<file path="src/rtl/sha256_nonce_scheduler.sv">
// sha256_nonce_scheduler
//   Runs one mining job through the sha256_3_pipeline. On start it latches the
//   job constants, issues one nonce per clock from nonce_start to nonce_end, and
//   follows each in-flight result with a latency delay line. Each returning
//   digest is tested against a leading-zero target, and hit nonces are stored.
//
// Optional feature macro: SHA_SCHED_HIT_FIFO_EN
//   defined   : hits are stored in a HIT_DEPTH-entry FIFO, and hit_nonce_o shows the head
//   undefined : hits are stored in a single hit register
//
// Ports
//   clk_i                 clock, all logic on posedge
//   rst_ni                synchronous active-low reset
//   start_i / abort_i     1-cycle job control pulses
//   digest_initial_i      initial hash (job constant)
//   midstate_i            midstate (job constant)
//   block_base_i          block_in[127:32]
//   nonce_start_i         first nonce
//   nonce_end_i           last nonce (inclusive)
//   zero_bits_i           required count of leading zero digest bits
//   pipe_write_en_o       pipeline write enable
//   pipe_digest_intial_o  latched initial digest to the pipeline
//   pipe_digest_in_o      latched midstate to the pipeline
//   pipe_block_in_o       {block_base, issue_nonce} to the pipeline
//   pipe_digest_out_i     digest returned by the pipeline
//   busy_o / done_o       job status
//   hit_valid_o           an unread hit is present
//   hit_nonce_o           nonce of the oldest unread hit
//   hit_pop_i             consume the head hit
//   hit_overflow_o        sticky flag: a hit was dropped
module sha256_nonce_scheduler #(
    parameter int unsigned PIPE_LATENCY = 66,
    parameter int unsigned HIT_DEPTH    = 4
) (
    input  logic         clk_i,
    input  logic         rst_ni,
    input  logic         start_i,
    input  logic         abort_i,
    input  logic [255:0] digest_initial_i,
    input  logic [255:0] midstate_i,
    input  logic [95:0]  block_base_i,
    input  logic [31:0]  nonce_start_i,
    input  logic [31:0]  nonce_end_i,
    input  logic [7:0]   zero_bits_i,
    output logic         pipe_write_en_o,
    output logic [255:0] pipe_digest_intial_o,
    output logic [255:0] pipe_digest_in_o,
    output logic [127:0] pipe_block_in_o,
    input  logic [255:0] pipe_digest_out_i,
    output logic         busy_o,
    output logic         done_o,
    output logic         hit_valid_o,
    output logic [31:0]  hit_nonce_o,
    input  logic         hit_pop_i,
    output logic         hit_overflow_o
);

    localparam int unsigned NONCE_W  = 32;
    localparam int unsigned DIGEST_W = 256;
    localparam int unsigned BLOCK_W  = 128;
    localparam int unsigned ZB_W     = 8;

    // The pointer arithmetic relies on natural wrap, and the delay line needs at least 2 taps
    if (HIT_DEPTH < 2 || (HIT_DEPTH & (HIT_DEPTH - 1)) != 0) begin : g_bad_hit_depth
        $error("HIT_DEPTH must be a power of two >= 2");
    end
    if (PIPE_LATENCY < 2) begin : g_bad_latency
        $error("PIPE_LATENCY must be >= 2");
    end

    typedef enum logic [1:0] {
        S_IDLE  = 2'd0,
        S_ISSUE = 2'd1,
        S_DRAIN = 2'd2,
        S_DONE  = 2'd3
    } state_e;

    state_e                state_q, state_d;
    logic                  wr_en_q, wr_en_d;
    logic [BLOCK_W-1:0]    block_q, block_d;
    logic [DIGEST_W-1:0]   dig_init_q, dig_init_d;
    logic [DIGEST_W-1:0]   midstate_q, midstate_d;
    logic [NONCE_W-1:0]    nonce_end_q, nonce_end_d;
    logic [ZB_W-1:0]       zero_bits_q, zero_bits_d;
    logic [PIPE_LATENCY-1:0] delay_q, delay_d;
    logic [NONCE_W-1:0]    result_nonce_q, result_nonce_d;
    logic                  overflow_q, overflow_d;
    logic                  done_q, done_d;
    logic                  busy_q, busy_d;
    logic                  hit_valid_q, hit_valid_d;
    logic [NONCE_W-1:0]    hit_nonce_q, hit_nonce_d;

    logic                  tap_valid;
    logic                  hit;
    logic                  clear_ovf;
    logic                  ovf_set;
    logic                  hit_pop_ok;
    logic [DIGEST_W-1:0]   hit_mask;

    // A result in the tap during an abort cycle counts as in flight, so it is discarded
    always_comb begin
        tap_valid = delay_q[PIPE_LATENCY-1] &&
                    !(abort_i && (state_q == S_ISSUE || state_q == S_DRAIN));
        hit_mask  = ~({DIGEST_W{1'b1}} >> zero_bits_q);
        hit       = tap_valid && ((pipe_digest_out_i & hit_mask) == '0);
    end

    // Job FSM: next state and datapath
    always_comb begin
        state_d        = state_q;
        wr_en_d        = 1'b0;
        block_d        = block_q;
        dig_init_d     = dig_init_q;
        midstate_d     = midstate_q;
        nonce_end_d    = nonce_end_q;
        zero_bits_d    = zero_bits_q;
        delay_d        = {delay_q[PIPE_LATENCY-2:0], wr_en_q};
        result_nonce_d = tap_valid ? result_nonce_q + NONCE_W'(1) : result_nonce_q;
        clear_ovf      = 1'b0;

        unique case (state_q)
            S_IDLE: begin
                if (start_i) begin
                    dig_init_d     = digest_initial_i;
                    midstate_d     = midstate_i;
                    nonce_end_d    = nonce_end_i;
                    zero_bits_d    = zero_bits_i;
                    result_nonce_d = nonce_start_i;
                    clear_ovf      = 1'b1;
                    if (nonce_end_i < nonce_start_i) begin
                        state_d = S_DONE;
                    end else begin
                        state_d = S_ISSUE;
                        wr_en_d = 1'b1;
                        block_d = {block_base_i, nonce_start_i};
                    end
                end
            end
            S_ISSUE: begin
                if (abort_i) begin
                    state_d = S_IDLE;
                    delay_d = '0;
                end else if (block_q[NONCE_W-1:0] == nonce_end_q) begin
                    // The nonce on the bus this cycle is the last one, so the counter never wraps
                    state_d = S_DRAIN;
                end else begin
                    wr_en_d = 1'b1;
                    block_d = {block_q[BLOCK_W-1:NONCE_W], block_q[NONCE_W-1:0] + NONCE_W'(1)};
                end
            end
            S_DRAIN: begin
                if (abort_i) begin
                    state_d = S_IDLE;
                    delay_d = '0;
                end else if (delay_q[PIPE_LATENCY-2:0] == '0) begin
                    // The only remaining result, if any, sits in the tap this cycle
                    state_d = S_DONE;
                end
            end
            S_DONE: begin
                state_d = S_IDLE;
            end
            default: begin
                state_d = S_IDLE;
            end
        endcase

        done_d     = (state_d == S_DONE);
        busy_d     = (state_d != S_IDLE);
        overflow_d = clear_ovf ? 1'b0 : (overflow_q | ovf_set);
    end

`ifdef SHA_SCHED_HIT_FIFO_EN
    localparam int unsigned PTR_W = $clog2(HIT_DEPTH);
    localparam int unsigned CNT_W = $clog2(HIT_DEPTH + 1);

    logic [NONCE_W-1:0] mem_q [HIT_DEPTH];
    logic [NONCE_W-1:0] mem_d [HIT_DEPTH];
    logic [PTR_W-1:0]   rd_ptr_q, rd_ptr_d;
    logic [PTR_W-1:0]   wr_ptr_q, wr_ptr_d;
    logic [CNT_W-1:0]   count_q, count_d;

    // Hit FIFO: pop is applied before push, so a full FIFO can accept a hit in the same cycle as a pop
    always_comb begin
        mem_d      = mem_q;
        rd_ptr_d   = rd_ptr_q;
        wr_ptr_d   = wr_ptr_q;
        count_d    = count_q;
        ovf_set    = 1'b0;
        hit_pop_ok = hit_pop_i && (count_q != '0);
        if (hit_pop_ok) begin
            rd_ptr_d = rd_ptr_q + PTR_W'(1);
            count_d  = count_q - CNT_W'(1);
        end
        if (hit) begin
            if (hit_pop_ok || (count_q != CNT_W'(HIT_DEPTH))) begin
                mem_d[wr_ptr_q] = result_nonce_q;
                wr_ptr_d        = wr_ptr_q + PTR_W'(1);
                count_d         = count_d + CNT_W'(1);
            end else begin
                ovf_set = 1'b1;
            end
        end
        hit_valid_d = (count_d != '0);
        hit_nonce_d = mem_d[rd_ptr_d];
    end

    always_ff @(posedge clk_i) begin
        if (!rst_ni) begin
            for (int i = 0; i < int'(HIT_DEPTH); i++) begin
                mem_q[i] <= '0;
            end
            rd_ptr_q <= '0;
            wr_ptr_q <= '0;
            count_q  <= '0;
        end else begin
            mem_q    <= mem_d;
            rd_ptr_q <= rd_ptr_d;
            wr_ptr_q <= wr_ptr_d;
            count_q  <= count_d;
        end
    end
`else
    // Single hit register: pop is applied before push, and a hit that finds the register occupied is dropped
    always_comb begin
        ovf_set     = 1'b0;
        hit_pop_ok  = hit_pop_i && hit_valid_q;
        hit_valid_d = hit_valid_q && !hit_pop_ok;
        hit_nonce_d = hit_nonce_q;
        if (hit) begin
            if (!hit_valid_d) begin
                hit_valid_d = 1'b1;
                hit_nonce_d = result_nonce_q;
            end else begin
                ovf_set = 1'b1;
            end
        end
    end
`endif

    // State and output registers
    always_ff @(posedge clk_i) begin
        if (!rst_ni) begin
            state_q        <= S_IDLE;
            wr_en_q        <= 1'b0;
            block_q        <= '0;
            dig_init_q     <= '0;
            midstate_q     <= '0;
            nonce_end_q    <= '0;
            zero_bits_q    <= '0;
            delay_q        <= '0;
            result_nonce_q <= '0;
            overflow_q     <= 1'b0;
            done_q         <= 1'b0;
            busy_q         <= 1'b0;
            hit_valid_q    <= 1'b0;
            hit_nonce_q    <= '0;
        end else begin
            state_q        <= state_d;
            wr_en_q        <= wr_en_d;
            block_q        <= block_d;
            dig_init_q     <= dig_init_d;
            midstate_q     <= midstate_d;
            nonce_end_q    <= nonce_end_d;
            zero_bits_q    <= zero_bits_d;
            delay_q        <= delay_d;
            result_nonce_q <= result_nonce_d;
            overflow_q     <= overflow_d;
            done_q         <= done_d;
            busy_q         <= busy_d;
            hit_valid_q    <= hit_valid_d;
            hit_nonce_q    <= hit_nonce_d;
        end
    end

    assign pipe_write_en_o      = wr_en_q;
    assign pipe_block_in_o      = block_q;
    assign pipe_digest_intial_o = dig_init_q;
    assign pipe_digest_in_o     = midstate_q;
    assign busy_o               = busy_q;
    assign done_o               = done_q;
    assign hit_valid_o          = hit_valid_q;
    assign hit_nonce_o          = hit_nonce_q;
    assign hit_overflow_o       = overflow_q;

endmodule

</file>
<file path="config.mk">
export PLATFORM = sky130hd
export DESIGN_NAME = sha256_nonce_scheduler
export DESIGN_NICKNAME = d
export VERILOG_FILES = /design/src/rtl/sha256_nonce_scheduler.sv
export SDC_FILE = /design/constraint.sdc
export NUM_CORES = 2
export LEC_CHECK = 0
export CAP_MARGIN = 20
export CORE_AREA = 4 4 628 630
export CTS_CLUSTER_DIAMETER = 80
export CTS_CLUSTER_SIZE = 30
export DETAILED_ROUTE_END_ITERATION = 7
export DIE_AREA = 0 0 632 634
export PLACE_DENSITY = 0.3
export SLEW_MARGIN = 30
export SYNTH_ARGS = -nofsm -noshare
export SYNTH_HDL_FRONTEND = slang
export SYNTH_SLANG_ARGS = --single-unit
</file>
<file path="constraint.sdc">
create_clock -name clk_i -period 4.1 [get_ports clk_i]
set_clock_uncertainty 0.15 [all_clocks]
set_input_delay 0.615 -clock clk_i [delete_from_list [all_inputs] [get_ports clk_i]]
set_output_delay 0.615 -clock clk_i [all_outputs]
set_load 0.02 [all_outputs]
</file>
Yosys cells after proc, flatten, opt, wreduce, memory -nomap -nowiden
Cells that the tools add are included.
{"block": "word_totals", "reg_bits": 817, "latchBits": 0, "ramBits": 0, "rom_bits": 0, "input_bits": 941, "out_inout_bits": 677, "n_memories": 0}
{"block": "op_classes", "n_addsub": 2, "n_mul": 0, "div": 0, "magnitude_cmp": 1, "eq_ne": 9, "shift": 1, "mux": 27, "bitwise_logic": 7, "n_reduce_logical": 19}
{"op": "$and 256x256->256", "n": 1}
{"op": "$logic_not 256->1", "n": 1}
{"op": "$mux 128", "n": 2}
{"op": "$not 256->256", "n": 1}
{"op": "$pmux 128 s2", "n": 1}
{"op": "$shr 256x8->256 const A", "n": 1}
{"op": "$mux 32", "n": 5}
{"op": "$mux 66", "n": 2}
{"op": "$logic_not 65->1", "n": 1}
{"op": "$add 32x1->32 const B", "n": 2}
{"op": "$eq 32x32->1", "n": 1}
{"op": "$lt 32x32->1", "n": 1}
{"op": "$mux 2", "n": 6}
{"op": "$mux 1", "n": 9}
{"op": "$ne 2x2->1 const B", "n": 4}
{"op": "$pmux 2 s4", "n": 1}
{"op": "$eq 2x2->1 const B", "n": 3}
{"op": "$logic_and 1x1->1", "n": 5}
{"op": "$reduce_and 5->1", "n": 1}
{"op": "$not 1->1", "n": 4}
{"op": "$reduce_and 2->1", "n": 2}
{"op": "$reduce_and 4->1", "n": 1}
{"op": "$reduce_bool 2->1", "n": 2}
{"op": "$reduce_or 2->1", "n": 2}
{"op": "6 further kinds", "n": 7}

Longest topological paths before layout
{"block": "depth", "depth_word": 8, "ltp_mapped": 14}

Worst setup path before layout
Ideal clock, no wire load.
{"block": "synth_path", "kind": "input to register", "startpoint": "input port nonce_start_i[31]", "endpoint": "register block_q[7], in the netlist pipe_block_in_o[7]", "setup_time_ns": 0.117, "arrival_time_ns": 3.143, "setup_slack_ns": 0.689, "cell_stages": 11, "n_path_buf": 1, "cell_sequence": "inv_1 ha_1 nand4_1 or2_2 or2_2 o211ai_1 a21oi_1 nor3_1 clkbuf_1 nand2_1 a32o_1"}
{"block": "synth_via", "elab_chain_len": 3}
{"item": "from (decl)", "line": "42", "text": "input logic [31:0] nonce_start_i,"}
{"item": "$lt 32x32->1", "line": "130", "text": "if (nonce_end_i < nonce_start_i) begin"}
{"item": "$ne 2x2->1 (no line)"}
{"item": "$reduce_and 5->1 (no line)"}
{"item": "to (signal assigned)", "line": "261", "text": "block_q <= block_d;"}
{"item": "to (decl)", "line": "80", "text": "logic [BLOCK_W-1:0] block_q, block_d;"}
Every way passes these cells.
A chain may end at the register's enable or synchronous reset.

Worst setup path after layout
{"block": "layout_path", "startpoint": "register zero_bits_q[5]", "endpoint": "register hit_nonce_q[7], in the netlist hit_nonce_o[7]"}
{"block": "layout_via", "elab_chain_len": 6}
{"item": "from (decl)", "line": "84", "text": "logic [ZB_W-1:0] zero_bits_q, zero_bits_d;"}
{"item": "from (signal assigned)", "line": "265", "text": "zero_bits_q <= zero_bits_d;"}
{"item": "$shr 256x8->256", "line": "104", "text": "hit_mask = ~({DIGEST_W{1'b1}} >> zero_bits_q);"}
{"item": "$not 256->256", "line": "104"}
{"item": "$and 256x256->256", "line": "105", "text": "hit = tap_valid && ((pipe_digest_out_i & hit_mask) == '0);"}
{"item": "$logic_not 256->1", "line": "105"}
{"item": "$logic_and 1x1->1", "line": "105"}
{"item": "$reduce_and 2->1 (no line)"}
{"item": "to (signal assigned)", "line": "272", "text": "hit_nonce_q <= hit_nonce_d;"}
{"item": "to (decl)", "line": "91", "text": "logic [NONCE_W-1:0] hit_nonce_q, hit_nonce_d;"}
Every way passes these cells.

==> impl_metrics.json <==
{
  "run_status": "finished, final reports clean",
  "cpMaxStageDelayCell": "or3_1",
  "hold_path.class": "in -> reg",
  "comb_power_share_pct": 24.8,
  "path_class": "reg -> reg",
  "worst_path_largest_cell_delay_ns": 0.52,
  "synth_seq_cells": 817,
  "fp.dieArea_sq_um": 401000,
  "synth_compound_area_share_pct": 19.3,
  "r2r_cells": 12,
  "antenna_found_initial": 213,
  "grt_max_degree": 172,
  "dr.pass1.iters": 5,
  "num_vias": 39400,
  "slew_headroom_pct": 39.1,
  "seqPwrFrac_pct": 34.9,
  "coreArea_sq_um": 389000,
  "synth_top_area_cell": "dfxtp_1",
  "htree_levels": 3,
  "crit_buf_inv": 3,
  "post_cts_buffers": 0,
  "maxCapViolations": 0,
  "final_common_cell": "clkdlybuf4s50_1",
  "fin_nets": 6858,
  "grt_use_total_pct": 15.1,
  "crit_required_ns": 4.60,
  "drt-total-wl_mm": 320,
  "endpoint_kind": "register",
  "clk_latency_ns": 0.81,
  "worstMarginPinSlew_ns": 0.913,
  "hold_viol": 0,
  "final_cell_mix": "clkdlybuf4s50_1 (1615), nand2_1 (1284), dfxtp_1 (814)",
  "finalPower_mw": 25.7,
  "vdd_drop_max_v": 0.000310,
  "achievable-frequency_mhz": 252,
  "worstHoldPathCells": 3,
  "synth.avg_cell_area_sq_um": 7.82,
  "synth_top_flop_cell": "dfxtp_1",
  "syn-num-nets": 5276,
  "yosys_warnings": 0,
  "grt-ovfl-total": 0,
  "grt_first_pass_wirelength_mm": 409,
  "grt_pass1_vias": 39500,
  "drtIter0Drc": 2448,
  "cts_buffers": 101,
  "final_layout_size_suffix_gt1_share_pct": 6.98,
  "wl_per_cell_um": 28.6,
  "finalSetupViolCount": 0,
  "min_period_ns": 3.96,
  "dp_cells": 11000,
  "path_cells": "buf_4 -> or3_1 -> o21ai_0 -> nand4_1 -> a2111oi_2 -> nand4_1 -> o41ai_2 -> buf_4 -> nand4_2 -> buf_12 -> mux2i_1 -> nor2_1",
  "syn2layout_area_growth_pct": 80.7,
  "ant_nets": 0,
  "drcViolationCount": 0,
  "synth_cell_type_count": 76,
  "yosysTopAreaCellShare_pct": 48.6,
  "async_flop_share_pct": 0,
  "pre_cts_ws_ns": -0.346,
  "rows": 229,
  "hold_ws_ns": 0.139,
  "synth_mux_area_share_pct": 1.22,
  "ctsRootBufferMaster": "clkbuf_16",
  "cts.path.max_buffers": 4,
  "synth_top_family_by_area": "simple AND/OR/NAND/NOR gates",
  "syn_inst": 4299,
  "synth_fa_ha_area_share_pct": 1.58,
  "powerDensity_nw_per_um2": 423,
  "cp_num_cells": 12,
  "synth_edf_count": 0,
  "initial_utilization_pct": 8.65,
  "layout.cells.non_filler": 11200,
  "seq_area_frac_synth_pct": 48.6,
  "leakage_nw": 21.3,
  "avgViaCountPerCell": 3.52,
  "switchingPower_mw": 9.16,
  "fin_ws_ns": 0.136,
  "p_clk_share_pct": 40.4,
  "rsz0062_at_grt": "no",
  "syn_area_sq_um": 33600,
  "hpwl_mm": 270,
  "start_kind": "register",
  "internal_power_mw": 16.6,
  "synth_area_leaders": "dfxtp_1 (49%), nand2_1 (14%), a21oi_1 (9.2%)",
  "clkSlewWorstSetupHoldPaths_ns": 0.08,
  "cts_tree": "yes",
  "swShare_pct": 35.6,
  "arrival_ns": 4.46,
  "synthXorXnorAreaFrac_pct": 1.38,
  "critPathMaxFanout": 32,
  "r2r_slack_ns": 0.14,
  "clkSinkCount": 817,
  "fin_crit_sh_pct": 96.7,
  "place_congestion": 0.904,
  "final-max-slew-violation-count": 0,
  "crit_family": "compound AO/OA/AOI/OAI gates",
  "portBuffers": 1616,
  "die_h_um": 634,
  "die_w_um": 632,
  "top_level_ports": 1618,
  "synthSimpleGateAreaFrac_pct": 23.4
}
sequential cells by signal, indices dropped and copies added (netlist names):
signal / flops
hit_valid_o: 1
result_nonce_q: 32
done_o: 1
hit_nonce_o: 32
hit_overflow_o: 1
state_q: 2
zero_bits_q: 8
busy_o: 1
nonce_end_q: 32
pipe_digest_intial_o: 256
pipe_write_en_o: 1
pipe_block_in_o: 128
delay_q: 66
pipe_digest_in_o: 256
area by class of cell:
cell class                 count  area [sq um]
clock inverter                76          1200
multi-input combinational   3089         15800
clock buffer                 108          2590
fill                       44400        328000
sequential                   817         16400
tap                         5197          6500
antenna                       37          92.6
timing repair buffer        1813         18000
inverter                      59           229
what timing repair did:
item / CTS / global route
hold buffers: 1 / 0
endpoints found under the setup margin: 0 / 30
gates resized for setup: 0 / 2
hold endpoints to repair: 3 / 0
cell usage after synthesis, types with 9 or more instances:
cell,n
a221oi_1,10
a311oi_1,10
a21oi_1,617
nor4_1,47
mux2i_1,40
dfxtp_1,817
a21o_1,30
a2111oi_0,10
or2_2,12
inv_1,57
nor2_1,110
a31oi_1,12
nand2_1,1285
and4_1,11
a31o_2,9
o2111ai_1,11
or3_1,19
nor3_1,24
o21ai_0,203
o21a_1,20
and3_1,16
o211ai_1,17
a22oi_1,10
nand4_1,49
clkbuf_1,307
a32o_1,13
a211oi_1,36
ha_1,36
xor2_1,45
buf_1,14
nand3_1,151
or4_1,19
and2_1,77
buf_2,10
o22ai_1,23
power by group through the flow:
stage	sequential [mW]	clock (mW)	combinational [mW]
final	8.97	10.4	6.37
after global routing	9.05	11.1	6.80
after CTS	8.98	10.9	6.51
after detailed placement	9.15	0	6.48
after global placement	9.14	0	6.50
after floorplan	9.64	0	1.81
metrics by stage:
stage	area (sq um)	setup TNS (ns)	util (%)
after floorplan	33600	0	-
after global placement	56800	-15.60	14.6
after detailed placement	56800	-10.40	14.6
after CTS	60600	0	15.6
after global routing	60700	0	15.6
final	60700	0	15.6
cell families after synthesis:
family                   count (synthesis)
adder cells (fa/ha/maj)                 44
AO/OA/AOI/OAI                         1113
XOR/XNOR                                53
buffers and inverters                  393
AND/OR/NAND/NOR                       1838
multiplexers                            41
flip-flops                             817
tightest hold or removal path, stage by stage:
cell	delay, ns
clkdlybuf4s50_1	0.40
nand2_1	0.05
a21oi_1	0.05
layer usage:
metal	global-route usage, %	share of wire (%)
met5	0	0.096
met4	4.04	3.1
met3	6.81	11
met2	25.2	46
met1	17.5	40
worst paths after layout:
check,start,end
hold reg to reg,delay_q[38]$_SDFF_PN0_,delay_q[39]$_SDFF_PN0_
setup / recovery,zero_bits_q[5]$_SDFFE_PN0P_,hit_nonce_o[7]$_SDFFE_PN0P_
setup reg to reg,zero_bits_q[5]$_SDFFE_PN0P_,hit_nonce_o[7]$_SDFFE_PN0P_
hold / removal,midstate_i[39],pipe_digest_in_o[39]$_SDFFE_PN0P_
(Power assumes the default switching activity.)
